**config.mk**
```make
export PLATFORM = sky130hd
export DESIGN_NAME = bus_fill_arbiter_flat
export DESIGN_NICKNAME = d
export VERILOG_FILES = /design/src/rtl/bus_fill_arbiter_pkg.sv /design/src/rtl/bus_fill_arbiter_if.sv /design/src/rtl/bus_fill_arbiter_rr_arbiter2.sv /design/src/rtl/bus_fill_arbiter.sv /design/src/flat_wrapper.sv
export SDC_FILE = /design/constraint.sdc
export NUM_CORES = 1
export LEC_CHECK = 0
export CAP_MARGIN = 10
export CELL_PAD_IN_SITES_DETAIL_PLACEMENT = 1
export CELL_PAD_IN_SITES_GLOBAL_PLACEMENT = 2
export CORE_AREA = 2 2 172 174
export CTS_CLUSTER_DIAMETER = 40
export DETAILED_ROUTE_END_ITERATION = 8
export DIE_AREA = 0 0 174 176
export PLACE_DENSITY_LB_ADDON = 0.1
export SLEW_MARGIN = 15
export SYNTH_ARGS = -nofsm -noshare
export SYNTH_HDL_FRONTEND = slang
export SYNTH_SLANG_ARGS = --single-unit
export TNS_END_PERCENT = 30
```
**constraint.sdc**
```tcl
create_clock -name clk -period 4.6 [get_ports clk]
set_input_delay 0.46 -clock clk [delete_from_list [all_inputs] [get_ports clk]]
set_output_delay 0.46 -clock clk [all_outputs]
set_load 0.1 [all_outputs]
```
**src/rtl/bus_fill_arbiter_pkg.sv**
```systemverilog
// Shared constants, state type and tag helper for the cache-line fill arbiter.
package bus_pkg;

   localparam logic        TAG_READ         = 1'b1;
   localparam logic        TAG_WRITE        = 1'b0;
   localparam logic [3:0]  TAG_MEMORY       = 4'b0001;
   localparam int unsigned LINE_BEATS       = 8;
   localparam int unsigned LINE_OFFSET_BITS = 6;
   localparam int unsigned FILL_TAG_WIDTH   = 13;

   typedef enum logic [1:0] {IDLE, REQ, RESP} fill_state_t;

   // Read-from-memory tag; the grant id in bit 0 routes the response.
   function automatic logic [FILL_TAG_WIDTH-1:0] fill_tag(input logic gid);
      return {TAG_READ, TAG_MEMORY, 7'b0, gid};
   endfunction

endpackage

```
**src/rtl/bus_fill_arbiter_if.sv**
```systemverilog
// Requester-side and system-bus-side signals of the fill arbiter.
interface bus_fill_arbiter_if #(
   parameter int unsigned BUS_DATA_WIDTH = 64,
   parameter int unsigned BUS_TAG_WIDTH  = 13,
   parameter int unsigned ADDR_WIDTH     = 64
);

   logic [1:0]                 req_valid;
   logic [1:0][ADDR_WIDTH-1:0] req_addr;
   logic [1:0]                 req_ready;
   logic [1:0]                 resp_valid;
   logic [BUS_DATA_WIDTH-1:0]  resp_data;
   logic [2:0]                 resp_beat;
   logic                       resp_last;
   logic                       tag_err;

   logic                       bus_reqcyc;
   logic                       bus_respack;
   logic [BUS_DATA_WIDTH-1:0]  bus_req;
   logic [BUS_TAG_WIDTH-1:0]   bus_reqtag;
   logic                       bus_respcyc;
   logic                       bus_reqack;
   logic [BUS_DATA_WIDTH-1:0]  bus_resp;
   logic [BUS_TAG_WIDTH-1:0]   bus_resptag;

   modport master (
      input  req_valid, req_addr, bus_respcyc, bus_reqack, bus_resp, bus_resptag,
      output req_ready, resp_valid, resp_data, resp_beat, resp_last, tag_err,
             bus_reqcyc, bus_respack, bus_req, bus_reqtag
   );

   modport slave (
      output req_valid, req_addr, bus_respcyc, bus_reqack, bus_resp, bus_resptag,
      input  req_ready, resp_valid, resp_data, resp_beat, resp_last, tag_err,
             bus_reqcyc, bus_respack, bus_req, bus_reqtag
   );

endinterface

```
**src/rtl/bus_fill_arbiter_rr_arbiter2.sv**
```systemverilog
// Two-way round-robin grant: a tie goes to the port that did not win last time.
module rr_arbiter2 (
   input  logic [1:0] valid_i,
   input  logic       last_grant_i,
   output logic       gnt_o,
   output logic       any_o
);

   always_comb begin
      any_o = |valid_i;
      unique case (valid_i)
         2'b01:   gnt_o = 1'b0;
         2'b10:   gnt_o = 1'b1;
         2'b11:   gnt_o = ~last_grant_i;
         default: gnt_o = 1'b0;
      endcase
   end

endmodule

```
**src/rtl/bus_fill_arbiter.sv**
```systemverilog
// Arbitrates I-cache and D-cache line fills onto one system bus port, one read
// at a time, and streams the 8-beat response back to the granted requester.
module bus_fill_arbiter #(
   parameter int unsigned BUS_DATA_WIDTH = 64,
   parameter int unsigned BUS_TAG_WIDTH  = 13,
   parameter int unsigned ADDR_WIDTH     = 64,
   parameter int unsigned LINE_BEATS     = 8
) (
   input logic                clk,
   input logic                reset,
   bus_fill_arbiter_if.master fill_io
);

   import bus_pkg::*;

   localparam logic [2:0] LastBeat = 3'(LINE_BEATS - 1);

   fill_state_t               state_q, state_d;
   logic [ADDR_WIDTH-1:0]     addr_q, addr_d;
   logic                      gid_q, gid_d;
   logic                      last_grant_q, last_grant_d;
   logic [2:0]                beat_q, beat_d;
   logic [1:0]                resp_valid_q, resp_valid_d;
   logic [BUS_DATA_WIDTH-1:0] resp_data_q, resp_data_d;
   logic [2:0]                resp_beat_q, resp_beat_d;
   logic                      resp_last_q, resp_last_d;
   logic                      tag_err_q, tag_err_d;

   logic                      arb_gnt, arb_any;
   logic [BUS_TAG_WIDTH-1:0]  cur_tag;
   logic                      beat_in, beat_hit;

   rr_arbiter2 u_arb (
      .valid_i      (fill_io.req_valid),
      .last_grant_i (last_grant_q),
      .gnt_o        (arb_gnt),
      .any_o        (arb_any)
   );

   assign cur_tag  = BUS_TAG_WIDTH'(fill_tag(gid_q));
   assign beat_in  = (state_q == RESP) && fill_io.bus_respcyc;
   assign beat_hit = beat_in && (fill_io.bus_resptag == cur_tag);

   always_comb begin
      state_d      = state_q;
      addr_d       = addr_q;
      gid_d        = gid_q;
      last_grant_d = last_grant_q;
      beat_d       = beat_q;
      resp_valid_d = 2'b00;
      resp_data_d  = resp_data_q;
      resp_beat_d  = resp_beat_q;
      resp_last_d  = 1'b0;
      tag_err_d    = tag_err_q;
      unique case (state_q)
         IDLE: begin
            if (arb_any) begin
               addr_d  = {fill_io.req_addr[arb_gnt][ADDR_WIDTH-1:LINE_OFFSET_BITS],
                          LINE_OFFSET_BITS'(0)};
               gid_d   = arb_gnt;
               state_d = REQ;
            end
         end
         REQ: begin
            if (fill_io.bus_reqack) state_d = RESP;
         end
         RESP: begin
            if (beat_hit) begin
               resp_valid_d = gid_q ? 2'b10 : 2'b01;
               resp_data_d  = fill_io.bus_resp;
               resp_beat_d  = beat_q;
               resp_last_d  = (beat_q == LastBeat);
               if (beat_q == LastBeat) begin
                  beat_d       = 3'd0;
                  last_grant_d = gid_q;
                  state_d      = IDLE;
               end else begin
                  beat_d = beat_q + 3'd1;
               end
            end else if (beat_in) begin
               // Foreign tag: acked so the bus can move on, but the data is dropped.
               tag_err_d = 1'b1;
            end
         end
         default: state_d = IDLE;
      endcase
   end

   always_ff @(posedge clk or posedge reset) begin
      if (reset) begin
         state_q      <= IDLE;
         addr_q       <= '0;
         gid_q        <= 1'b0;
         last_grant_q <= 1'b1;
         beat_q       <= 3'd0;
         resp_valid_q <= 2'b00;
         resp_data_q  <= '0;
         resp_beat_q  <= 3'd0;
         resp_last_q  <= 1'b0;
         tag_err_q    <= 1'b0;
      end else begin
         state_q      <= state_d;
         addr_q       <= addr_d;
         gid_q        <= gid_d;
         last_grant_q <= last_grant_d;
         beat_q       <= beat_d;
         resp_valid_q <= resp_valid_d;
         resp_data_q  <= resp_data_d;
         resp_beat_q  <= resp_beat_d;
         resp_last_q  <= resp_last_d;
         tag_err_q    <= tag_err_d;
      end
   end

   // req_ready is combinational, so it is also forced low while reset is held.
   assign fill_io.req_ready   = (state_q == IDLE && arb_any && !reset) ?
                                (arb_gnt ? 2'b10 : 2'b01) : 2'b00;
   assign fill_io.bus_reqcyc  = (state_q == REQ);
   assign fill_io.bus_req     = (state_q == REQ) ? BUS_DATA_WIDTH'(addr_q) : '0;
   assign fill_io.bus_reqtag  = (state_q == REQ) ? cur_tag : '0;
   assign fill_io.bus_respack = beat_in;
   assign fill_io.resp_valid  = resp_valid_q;
   assign fill_io.resp_data   = resp_data_q;
   assign fill_io.resp_beat   = resp_beat_q;
   assign fill_io.resp_last   = resp_last_q;
   assign fill_io.tag_err     = tag_err_q;

endmodule

```
**src/flat_wrapper.sv**
```systemverilog
// flat-port wrapper written by rule: the top's interface ports become plain ports
module bus_fill_arbiter_flat import bus_pkg::*;
#(
   parameter int unsigned BUS_DATA_WIDTH = 64,
   parameter int unsigned BUS_TAG_WIDTH  = 13,
   parameter int unsigned ADDR_WIDTH     = 64,
   parameter int unsigned LINE_BEATS     = 8
)
  (clk, reset, fill_io_req_valid, fill_io_req_addr, fill_io_bus_respcyc, fill_io_bus_reqack, fill_io_bus_resp, fill_io_bus_resptag, fill_io_req_ready, fill_io_resp_valid, fill_io_resp_data, fill_io_resp_beat, fill_io_resp_last, fill_io_tag_err, fill_io_bus_reqcyc, fill_io_bus_respack, fill_io_bus_req, fill_io_bus_reqtag);
  bus_fill_arbiter_if #(.BUS_DATA_WIDTH(BUS_DATA_WIDTH), .BUS_TAG_WIDTH(BUS_TAG_WIDTH), .ADDR_WIDTH(ADDR_WIDTH)) fill_io_i ();
  input logic clk;
  input logic reset;
  input wire logic [$bits(fill_io_i.req_valid)-1:0] fill_io_req_valid;
  input wire logic [$bits(fill_io_i.req_addr)-1:0] fill_io_req_addr;
  input wire logic [$bits(fill_io_i.bus_respcyc)-1:0] fill_io_bus_respcyc;
  input wire logic [$bits(fill_io_i.bus_reqack)-1:0] fill_io_bus_reqack;
  input wire logic [$bits(fill_io_i.bus_resp)-1:0] fill_io_bus_resp;
  input wire logic [$bits(fill_io_i.bus_resptag)-1:0] fill_io_bus_resptag;
  output wire logic [$bits(fill_io_i.req_ready)-1:0] fill_io_req_ready;
  output wire logic [$bits(fill_io_i.resp_valid)-1:0] fill_io_resp_valid;
  output wire logic [$bits(fill_io_i.resp_data)-1:0] fill_io_resp_data;
  output wire logic [$bits(fill_io_i.resp_beat)-1:0] fill_io_resp_beat;
  output wire logic [$bits(fill_io_i.resp_last)-1:0] fill_io_resp_last;
  output wire logic [$bits(fill_io_i.tag_err)-1:0] fill_io_tag_err;
  output wire logic [$bits(fill_io_i.bus_reqcyc)-1:0] fill_io_bus_reqcyc;
  output wire logic [$bits(fill_io_i.bus_respack)-1:0] fill_io_bus_respack;
  output wire logic [$bits(fill_io_i.bus_req)-1:0] fill_io_bus_req;
  output wire logic [$bits(fill_io_i.bus_reqtag)-1:0] fill_io_bus_reqtag;
  assign fill_io_i.req_valid = fill_io_req_valid;
  assign fill_io_i.req_addr = fill_io_req_addr;
  assign fill_io_i.bus_respcyc = fill_io_bus_respcyc;
  assign fill_io_i.bus_reqack = fill_io_bus_reqack;
  assign fill_io_i.bus_resp = fill_io_bus_resp;
  assign fill_io_i.bus_resptag = fill_io_bus_resptag;
  assign fill_io_req_ready = fill_io_i.req_ready;
  assign fill_io_resp_valid = fill_io_i.resp_valid;
  assign fill_io_resp_data = fill_io_i.resp_data;
  assign fill_io_resp_beat = fill_io_i.resp_beat;
  assign fill_io_resp_last = fill_io_i.resp_last;
  assign fill_io_tag_err = fill_io_i.tag_err;
  assign fill_io_bus_reqcyc = fill_io_i.bus_reqcyc;
  assign fill_io_bus_respack = fill_io_i.bus_respack;
  assign fill_io_bus_req = fill_io_i.bus_req;
  assign fill_io_bus_reqtag = fill_io_i.bus_reqtag;
  bus_fill_arbiter #(.BUS_DATA_WIDTH(BUS_DATA_WIDTH), .BUS_TAG_WIDTH(BUS_TAG_WIDTH), .ADDR_WIDTH(ADDR_WIDTH), .LINE_BEATS(LINE_BEATS)) u_core (.clk(clk), .reset(reset), .fill_io(fill_io_i));
endmodule
```
# ---- Word-level counts from Yosys, hierarchy flattened
# Index checks and enable logic that the tools add are counted.
dict set report word_totals {
  reg_bits 136
  latch_bits 0
  mem_bits_rw 0
  romBits 0
  out_inout_bits 152
  elab_cells 54
  n_memories 0
}
dict set report classes {
  addsub 1
  n_mul 0
  n_div 0
  magnitude_cmp 1
  eq_ne 10
  n_shift 0
  n_mux 18
  bitwise_logic 2
  n_reduce_logical 12
}
# operator count
set op_table {}
lappend op_table {{64-bit two-way mux} 3}
lappend op_table {{2-bit two-way mux} 9}
lappend op_table {{13-bit == test} 1}
lappend op_table {{13-bit two-way mux} 1}
lappend op_table {{2-bit == test (second input constant)} 3}
lappend op_table {{2-bit one-hot mux with 3 select lines} 1}
lappend op_table {{3-bit AND reduction} 2}
lappend op_table {{1-bit logical AND} 4}
lappend op_table {{2-bit by 1-bit inequality test with 1-bit output (second input constant)} 2}
lappend op_table {{2-bit inequality test (second input constant)} 2}
lappend op_table {{2-bit AND reduction} 2}
lappend op_table {{4-bit AND reduction} 1}
lappend op_table {{3-bit by 1-bit adder with 3-bit output (second input constant)} 1}
lappend op_table {{3-bit == test (second input constant)} 1}
lappend op_table {{3-bit two-way mux} 1}
lappend op_table {{2-bit by 1-bit == test with 1-bit output (second input constant)} 1}
lappend op_table {{2-bit logical NOT} 1}
lappend op_table {{1-bit by 2-bit less-than comparator with 1-bit output (second input constant)} 1}
lappend op_table {{1-bit two-way mux} 2}
lappend op_table {{1-bit NOT} 2}
lappend op_table {{1-bit one-hot mux with 2 select lines} 1}
lappend op_table {{2-bit OR reduction} 1}
lappend op_table {{1-bit logical NOT} 1}

# ---- Longest topological paths before layout
# Gate-level depths: netlist of run 1.
dict set report depth {
  depth_word 5
  mapped_depth 6
  ltp_nobuf 4
}

# ---- Hierarchy
# A second synthesis of run 1 with hierarchy kept.
dict set report unflattened {
  hier_cells 527
  hier_area_um2 6537.5
}
# mod instances cells_each area_each_um2 seq_area_each_um2
set by_module_without_submodules {}
lappend by_module_without_submodules {bus_fill_arbiter 1 525 6523.8 3404.5}
lappend by_module_without_submodules {rr_arbiter2 1 2 13.8 0.0}

# ---- Worst setup path after synthesis of run 1
# OpenSTA, ideal clock, no wires.
dict set report synth_path {
  path_type {reg2out}
  start {register u_core.state_q[0]}
  end {output port fill_io_bus_req[55]}
  arrival_time_ps 2662
  t_required_ps 4140
  slack_ps 1478
  path_stages_with_launch 5
  path_cell_list {dfrtp_1 > nor2b_1 > clkbuf_1 > clkbuf_1 > and2_1}
}
dict set report synth_via {
  elab_chain_len 2
}
# item line
set synth_rtl {}
lappend synth_rtl {{start: declaration} bus_fill_arbiter.sv:18} ;# fill_state_t state_q, state_d;
lappend synth_rtl {{start signal: assignment} bus_fill_arbiter.sv:102} ;# state_q <= state_d;
lappend synth_rtl {{2-bit by 1-bit == test with 1-bit output} --}
lappend synth_rtl {{via fill_io_bus_reqcyc} flat_wrapper.sv:25} ;# output wire logic [$bits(fill_io_i.bus_reqcyc)-1:0] fill_io_bus_reqcyc;
lappend synth_rtl {{64-bit two-way mux} bus_fill_arbiter.sv:119} ;# assign fill_io.bus_req = (state_q == REQ) ? BUS_DATA_WIDTH'(addr_q) : '0;
lappend synth_rtl {{end: declaration} flat_wrapper.sv:27} ;# output wire logic [$bits(fill_io_i.bus_req)-1:0] fill_io_bus_req;
# The timed path passes the listed nets, and every way through them passes these cells.

# ---- Final worst setup path of run 1
dict set report layout_path {
  start {register u_core.state_q[0]}
  end {output port fill_io_bus_req[24]}
}
dict set report layout_via {
  elab_chain_len 2
}
# item line
set layout_rtl {}
lappend layout_rtl {{2-bit by 1-bit == test with 1-bit output} bus_fill_arbiter.sv:119}
lappend layout_rtl {{64-bit two-way mux} bus_fill_arbiter.sv:119}
# No other way between the ends.

==> results.toml, run 1 <==
[finish]
areaGrowthSynthToFinish_pct = 66.49
layout.nets = 1064
drive_gt1_share_pct = 15.21

[detailed_routing]
routedWlPerCell_um = 17.98
ant_nets = 0
via_count = 5192
viasPerCell = 4.164
drt_first_pass_iters = 4
drc = 0
drt-total-wl_mm = 22.42
drt-initial-drc-count = 139

[worst_setup_path]
crit_path_max_incr_delay_ns = 1.15
cp_data_required_time_ns = 4.14
cp-end-kind = "output port"
crit_chain = "nor2b_4 -> buf_4 -> and2_1 -> clkdlybuf4s50_1"
startpoint_type = "register"
worstPathMaxFanout = 26
cp_data_arrival_time_ns = 3.24
cp_slowest_cell = "clkdlybuf4s50_1"
worstSetupPathType = "reg -> out"

[synthesis]
synth-simple-area-share_pct = 13.21
synthCells = 526
synth_warnings = 0
synth_compound_area_share_pct = 7.869
netlist_area_um2 = 6281
synthTopCellsByCount = "135 x dfrtp_1, 92 x nor2_1, 69 x mux2_4"
seq_area_frac_synth_pct = 54.20
synth_edf_count = 0
synth-xor-area-share_pct = 0.1394
synth_top_family_by_area = "multiplexers"
synth_top_flop_cell = "dfrtp_1"
synth_fa_ha_area_share_pct = 0.3984
yosys.area.top_type = "dfrtp_1"
yosysTopAreaCellShare_pct = 53.78
synth_mux_area_share_pct = 16.85
syn_area_per_cell_um2 = 11.94
synth-async-reset-ratio_pct = 100.0
synthDistinctLibCells = 32
synth.area.top_cells = "dfrtp_1 54%, mux2_4 16%, and2_1 5.9%"
synth.most_common_cell = "dfrtp_1"
synth-seq-cells = 136

[placement]
place_congestion = 0.7283
place_hpwl_mm = 15.92
portBuffers = 334

[sta]
setup_viol = 0
final.min_clock_period_ns = 3.703
finalMaxSlewViolations = 0
hold_viol = 0
holdWs_ns = 0.4804
fin_skew_ns = 0.006883
tns_ns = 0
finalCritPeriodShare_pct = 80.50
slew_headroom_pct = 28.83
rsz0062_at_grt = "false"
fmax_ghz = 0.2700
tightest_slew_ns = 1.064

[floorplanning]
ios = 363
dieArea_um2 = 30620
die_x_um = 174
initial_core_util_pct = 22.00
die_h_um = 176
core_area_um2 = 28550
fp-row-count = 62

[clock_tree]
cts_resized = 0
clk_pin_slew_ns = 0.06
cts_max_path_buffers = 2
cts_buffers = 17
cts_setup_buffers = 0
insertion_delay_ns = 0.42
cts_max_level = 4
cts_tree = "yes"
cts_hold_buffers = 0
cts_root_buf = "clkbuf_16"
clock_sinks = 136

[pwr]
powerDensity_nw_per_um2 = 631.0
ir_worst_vdd_v = 0.0004954
power_leakage_nw = 4.483

[global_route]
grt_pass1_vias = 5711
grt_pass1_wl_mm = 34.87
overflow = 0
grtUsageTotal_pct = 14.73
antenna_found_initial = 2
grt_max_degree = 95

[run]
cap_violations = 0

[min_path]
hold_path.class = "reg -> reg"

[outcome]
status = "complete, no violations"
-- stage by stage --
step	power (W)	std cells	setup slack, ns	instance area, µm²	util (%)
floorplan	0.004239	541	0.5022	6337	-
global placement	0.005156	1216	1.326	9839	34.47
detailed placement	0.005199	1216	1.286	9839	34.47
CTS	0.006705	1245	0.8165	10450	36.61
global route	0.006924	1245	0.7016	10450	36.61
finish	0.006599	1247	0.8969	10460	36.63
-- layer usage --
layer	share of wire [%]	vias to the layer above	track usage [%]	wire length [µm]
met5	0	-	0	0
met4	0.95	0	3.291	212
met3	8.0	14	5.426	1798
met1	43	2567	18.42	9655
met2	48	219	24.34	10750
li1	-	2392	-	-
-- worst paths after layout --
kind	from	to	slack [ns]	cells past startpoint
max reg2reg	u_core.state_q[1]$_DFFE_PP0P_	u_core.fill_io.resp_data[30]$_DFFE_PP0P_	2.18	5
min reg2reg	u_core.fill_io.tag_err$_DFFE_PP0P_	u_core.fill_io.tag_err$_DFFE_PP0P_	0.48	2
min in group asynchronous	reset	u_core.addr_q[23]$_DFFE_PP0P_	0.67	2
max	u_core.state_q[0]$_DFFE_PP0P_	fill_io_bus_req[24]	0.90	4
min	u_core.fill_io.tag_err$_DFFE_PP0P_	u_core.fill_io.tag_err$_DFFE_PP0P_	0.48	2
max in group asynchronous	reset	u_core.addr_q[34]$_DFFE_PP0P_	2.93	3
-- cells by family (layout without fill, tap and decap cells) --
kind of cell             after synthesis  count (layout)
multiplexers                          71              71
AND/OR/NAND/NOR                      167             167
buffers and inverters                 69             389
other                                  1              18
adder cells (fa/ha/maj)                2               2
AO/OA/AOI/OAI                         79              79
flip-flops                           136             136
XOR/XNOR                               1               1
-- power breakdown --
| part | internal (W) | total [W] | switching, W | leakage [nW] |
|---|---|---|---|---|
| logic | 0.000908 | 0.00351 | 0.00261 | 2.46 |
| registers | 0.00147 | 0.00163 | 0.000160 | 1.74 |
| clock network | 0.000915 | 0.00146 | 0.000541 | 0.290 |
-- cells in the final DEF, fill, tap and decap left out, types with 17 or more instances in the layout --
cell and count:
clkdlybuf4s50_1 323, dfrtp_1 135, nor2_1 92, mux2_4 69, and2_1 59, o22ai_1 43
buf_4 18, inv_1 17, o21ai_0 17, clkbuf_16 17
-- cell type report --
| type | instances | area [µm²] |
|---|---|---|
| antenna | 2 | 5.005 |
| clock buffer | 18 | 439.2 |
| clock inverter | 11 | 173.9 |
| fill | 3165 | 18090 |
| inverter | 18 | 72.57 |
| multi-input combinational | 336 | 2494 |
| sequential | 136 | 3405 |
| tap | 384 | 480.5 |
| timing repair buffer | 342 | 3388 |
-- registers in the layout, summed over array words and instances (netlist names) --
signal / count
u_core.addr_q: 58
u_core.beat_q: 3
u_core.fill_io.resp_beat: 3
u_core.fill_io.resp_data: 64
u_core.fill_io.resp_last: 1
u_core.fill_io.resp_valid: 2
u_core.fill_io.tag_err: 1
u_core.gid_q: 1
u_core.last_grant_q: 1
u_core.state_q: 2
-- worst max-delay path, delay by kind of cell, from the launching register on --
family / cells / cell delay, ns
flip-flops: 1 / 0.50
buffers and inverters: 2 / 1.52
AND/OR/NAND/NOR: 2 / 0.80
(Power assumes the default switching activity.)
==> inputs of run 2 (changes only) <==
Settings changed: CORE_AREA 2 2 172 174 to 2 2 181 183, DIE_AREA 0 0 174 176 to 0 0 183 185.
Clock period 4.6 ns to 3.1 ns, I/O delays scaled along.
==> run 2 against run 1 <==
  * Non-clock buffer count is 4 higher
  * Cell count rose by 2.5%
  * Global-route usage shrank 1.1 points
  * First-iteration DRC count is 19% lower
  * Wire length grew 4.1%
  * Combinational power increased by 48%
  * Hold slack got worse by 0.063 ns
  * Via count rose by 1.8%
  * Utilization is 4.1 points lower
  * Sequential power up 47%
  * Critical path type unchanged
  * Largest cell class unchanged
==> results.toml, run 2 (synthesis results as in run 1) <==
[outcome]
status = "complete, no violations"

[global_route]
overflow = 0
grt_pass1_vias = 5789
grtUsageTotal_pct = 13.59
antenna_found_initial = 6
grt_max_degree = 83
grt_pass1_wl_mm = 34.63

[sta]
fmax_ghz = 0.3833
hold_viol = 0
finalMaxSlewViolations = 0
slew_headroom_pct = 31.54
fin_skew_ns = 0.007896
tns_ns = 0
final.min_clock_period_ns = 2.609
rsz0062_at_grt = "false"
finalCritPeriodShare_pct = 84.15
setup_viol = 0
tightest_slew_ns = 1.024

[run]
cap_violations = 0

[clock_tree]
cts_tree = "yes"
cts_hold_buffers = 0
cts_resized = 0
cts_max_path_buffers = 2
clock_sinks = 136
cts_max_level = 4
cts_buffers = 17
cts_root_buf = "clkbuf_16"
insertion_delay_ns = 0.42
clk_pin_slew_ns = 0.07
cts_setup_buffers = 0

[worst_setup_path]
startpoint_type = "register"
cp_data_required_time_ns = 2.79
critical_path.top_delay_family = "simple AND/OR/NAND/NOR gates"
worstSetupPathType = "reg -> out"
critPathBufInv = 2
worstPathMaxFanout = 45
cp_slowest_cell = "nor2b_4"
crit_path_max_incr_delay_ns = 0.58
cp_data_arrival_time_ns = 2.30
crit_chain = "nor2b_4 -> buf_12 -> and2_1 -> buf_4"
cp-end-kind = "output port"

[placement]
placed_cell_area_um2 = 9838
placed_cells = 1244
place_congestion = 0.7433
portBuffers = 334
place_hpwl_mm = 16.84

[detailed_routing]
via_count = 5284
wl_met3_mm = 2.339
wl_met1_mm = 9.444
viasPerCell = 4.135
top_layer_used = "met5"
wl_met2_mm = 11.17
drt-initial-drc-count = 113
drt-total-wl_mm = 23.34
drc = 0
drt_first_pass_iters = 4
ant_nets = 0
routedWlPerCell_um = 18.27

[floorplanning]
die_h_um = 185
ios = 363
initial_core_util_pct = 19.60
fp-row-count = 66
core_area_um2 = 32040
dieArea_um2 = 33860
die_x_um = 183

[min_path]
hold_path.class = "in -> async"

[finish]
most-common-layout-cells = "254 x clkdlybuf4s50_1, 135 x dfrtp_1, 92 x nor2_1, 82 x buf_4, 69 x mux2_4"
layout.nets = 1068
final_cells = 1278
fillCellCount = 3525
drive_gt1_share_pct = 23.85
areaGrowthSynthToFinish_pct = 65.86
regArea_um2 = 3405
mostFrequentLayoutCell = "clkdlybuf4s50_1"
final_util_pct = 32.51
multiInputGateArea_um2 = 2494
stdcell_area_um2 = 10420
largest_reg_flops = 64

[pwr]
power_leakage_nw = 4.631
power.internal_w = 0.004624
pwr-share-comb_pct = 53.9
powerDensity_nw_per_um2 = 928.5
seqPwrFrac_pct = 24.9
p_sw_w = 0.005048
power_frac_clock_pct = 21.3
swShare_pct = 52.19
ir_worst_vdd_v = 0.0007203
run 2: cell count changes in the layout (fill, tap and decap cells not counted), moves of 2 or more:
cell,change
clkinvlp_4,+2
clkdlybuf4s50_1,-69
buf_12,+9
bufinv_16,-3
inv_6,+5
buf_4,+64
run 2: path summary, 6_finish.rpt:
kind | from | to | slack, ns | depth (start not counted)
min in group clk | fill_io_req_addr[16] | u_core.addr_q[16]$_DFFE_PP0P_ | 0.45 | 3
worst max register to register | u_core.state_q[1]$_DFFE_PP0P_ | u_core.fill_io.resp_data[58]$_DFFE_PP0P_ | 1.05 | 5
max in group asynchronous | reset | u_core.fill_io.resp_data[31]$_DFFE_PP0P_ | 2.27 | 3
worst min register to register | u_core.fill_io.tag_err$_DFFE_PP0P_ | u_core.fill_io.tag_err$_DFFE_PP0P_ | 0.50 | 2
worst min-delay path | reset | u_core.addr_q[58]$_DFFE_PP0P_ | 0.42 | 3
worst max-delay path | u_core.state_q[0]$_DFFE_PP0P_ | fill_io_bus_req[32] | 0.49 | 4
run 2: metrics by stage:
step / total power, W / worst slack (ns) / hold slack (ns)
6_report: 0.009673 / 0.4912 / 0.4177
5_1_grt: 0.01015 / 0.3472 / 0.4362
4_1_cts: 0.009846 / 0.4436 / 0.4028
3_5_place_dp: 0.007719 / 0.5901 / 0.4922
3_3_place_gp: 0.007621 / 0.5866 / 0.4736
2_1_floorplan: 0.006291 / 0.1275 / 0.4173
run 2: area by class of cell:
type                    count  area share (%)
repair buffers            346           32.24
multi-input cells         336           23.94
inverters                  18          0.6846
clock buffers              18           4.216
well taps                 408           4.900
diodes                      2         0.04804
flip-flops and latches    136           32.68
clock inverters            14           1.297
run 2: power groups by stage:
stage               registers [W]  logic (W)  clock network [W]
global placement          0.00241    0.00521                  0
global route              0.00246    0.00547            0.00222
detailed placement        0.00243    0.00528                  0
finish                    0.00240    0.00521            0.00206
floorplan                 0.00236    0.00393                  0
CTS                       0.00241    0.00529            0.00215
run 2: metal layers:
layer / global-route usage (%) / up-vias
met1: 15.46 / 2615
li1: - / 2412
met3: 6.390 / 22
met5: 0 / -
met4: 4.032 / 6
met2: 22.74 / 229
run 2: worst min-delay path, delay by kind of cell:
family                 cells  cell delay (ns)
buffers and inverters      3             0.92
==> inputs of run 3 (changes only) <==
Clock period 3.1 ns to 2.4 ns, I/O delays scaled along.
==> run 3 against run 2 <==
  * First-iteration DRC count is 4.4% higher
  * Non-clock buffer count is 9 higher
  * Highest routed layer unchanged
  * Cell count is 0.55% higher
  * Largest cell class is now non-clock buffers
  * Wire length is 0.79% higher
  * Via count is 0.51% higher
  * Hold slack worse by 0.042 ns
==> results.toml, run 3 (synthesis results as in run 1) <==
[worst_setup_path]
reg2reg_from = "u_core.last_grant_q$_DFFE_PP1P_"
critical_path.top_delay_family = "simple AND/OR/NAND/NOR gates"
cp.depth = 4
cp-end-kind = "output port"
worstSetupPathType = "reg -> out"
startpoint_type = "register"
crit_path_max_incr_delay_ns = 0.64
crit_chain = "a21boi_1 -> or4_2 -> nor2_4 -> buf_12"
r2r_slack_ns = 0.38
cp_data_required_time_ns = 2.16
rr_worst_depth = 5
cp_slowest_cell = "or4_2"
critPathBufInv = 1
worstPathMaxFanout = 3
r2r_end = "u_core.addr_q[24]$_DFFE_PP0P_"
cp_data_arrival_time_ns = 2.04

[finish]
areaGrowthSynthToFinish_pct = 78.09
layout.nets = 1077
n_antenna_cell = 0
mostFrequentLayoutCell = "clkdlybuf4s50_1"
drive_gt1_share_pct = 31.13
fillCellCount = 3481
multiInputGateArea_um2 = 2501
most-common-layout-cells = "198 x clkdlybuf4s50_1, 135 x dfrtp_1, 91 x nor2_1, 86 x buf_4, 71 x buf_12"
regArea_um2 = 3405
largest_reg_flops = 64

[detailed_routing]
drc = 0
drt-total-wl_mm = 23.53
routedWlPerCell_um = 18.31
drt-initial-drc-count = 118
viasPerCell = 4.133
drt_first_pass_iters = 4
ant_nets = 0
via_count = 5311

[sta]
final.min_clock_period_ns = 2.280
slew_headroom_pct = 53.58
tns_ns = 0
finalWorstSetupSlack_ns = 0.1202
hold_viol = 0
tightest_slew_ns = 0.6948
fmax_ghz = 0.4386
setup_viol = 0
rsz0062_at_grt = "false"
finalCritPeriodShare_pct = 94.99
fin_skew_ns = 0.008021
finalMaxSlewViolations = 0

[clock_tree]
cts_buffers = 17
clock_sinks = 136
cts_root_buf = "clkbuf_16"
cts_max_level = 4
insertion_delay_ns = 0.43
clk_pin_slew_ns = 0.06
cts_tree = "yes"
cts_max_path_buffers = 2
cts_setup_buffers = 0

[floorplanning]
initial_core_util_pct = 19.60
fp-row-count = 66
core_area_um2 = 32040
ios = 363
die_h_um = 185
dieArea_um2 = 33860
die_x_um = 183

[global_route]
grt_pass1_wl_mm = 35.84
overflow = 0
grtUsageTotal_pct = 13.96
grt_pass1_vias = 5977
antenna_found_initial = 3
grt_max_degree = 50

[pwr]
p_sw_w = 0.006763
power.internal_w = 0.007495
powerDensity_nw_per_um2 = 1275
power_leakage_nw = 5.036
swShare_pct = 47.43
seqPwrFrac_pct = 21.5
power_frac_clock_pct = 20.7
ir_worst_vdd_v = 0.0006919
pwr-share-comb_pct = 57.8

[placement]
portBuffers = 334
place_congestion = 0.7754
place_hpwl_mm = 17.22
dp_slack_ns = 0.1088

[run]
cap_violations = 0

[min_path]
min_to = "u_core.addr_q[19]$_DFFE_PP0P_"
hold_path_depth = 3
holdCritStartpoint = "fill_io_req_addr[19]"
hold_path.class = "in -> reg"

[outcome]
status = "complete, no violations"
run 3: metrics by stage:
step,instances,hold slack (ns),power [W],area [µm²],utilization (%)
after floorplan,541,0.3473,0.008126,6341,-
after global placement,1253,0.4716,0.01133,10530,32.86
after detailed placement,1253,0.4868,0.01145,10530,32.86
after CTS,1285,0.3544,0.01450,11180,34.90
after global routing,1285,0.3781,0.01493,11190,34.91
final,1285,0.3762,0.01426,11190,34.91
run 3: worst max-delay path by stage:
stage | from | to | slack, ns
6_report | u_core.last_grant_q$_DFFE_PP1P_ | fill_io_req_ready[0] | 0.12
5_1_grt | u_core.state_q[0]$_DFFE_PP0P_ | fill_io_bus_req[37] | 0.03
4_1_cts | u_core.last_grant_q$_DFFE_PP1P_ | fill_io_req_ready[0] | 0.04
3_5_place_dp | fill_io_req_valid[0] | u_core.addr_q[24]$_DFFE_PP0P_ | 0.11
3_3_place_gp | fill_io_bus_resptag[12] | u_core.fill_io.resp_data[36]$_DFFE_PP0P_ | 0.12
2_1_floorplan | u_core.state_q[0]$_DFFE_PP0P_ | fill_io_bus_req[55] | -0.50
run 3: power groups by stage:
stage	logic, W	clock network, W	registers, W
final	0.00824	0.00295	0.00307
after global routing	0.00863	0.00316	0.00314
after CTS	0.00836	0.00307	0.00308
after detailed placement	0.00834	0	0.00311
after global placement	0.00825	0	0.00308
after floorplan	0.00508	0	0.00304
run 3: what timing repair did:
action / 4_1_cts / 5_1_grt
hold buffers: 0 / 0
endpoints found under the setup margin: 1 / 1
resized for setup: 1 / 1
run 3: cell type report:
cell class,count,share of cell area [%]
Timing Repair Buffer,355,36.20
Sequential cell,136,30.44
Multi-Input combinational cell,336,22.36
Tap cell,408,4.564
Clock buffer,18,3.926
Clock inverter,14,1.879
Inverter,18,0.6376
run 3: metal layers:
metal,share of wire [%],vias up,track usage (%)
li1,-,2429,-
met1,39,2625,15.52
met2,48,230,23.08
met3,12,23,7.609
met4,1.5,4,3.968
met5,0.098,-,0
run 3: worst min-delay path: stages:
cell	delay [ns]
clkdlybuf4s50_1	0.39
inv_1	0.05
o21ai_0	0.07
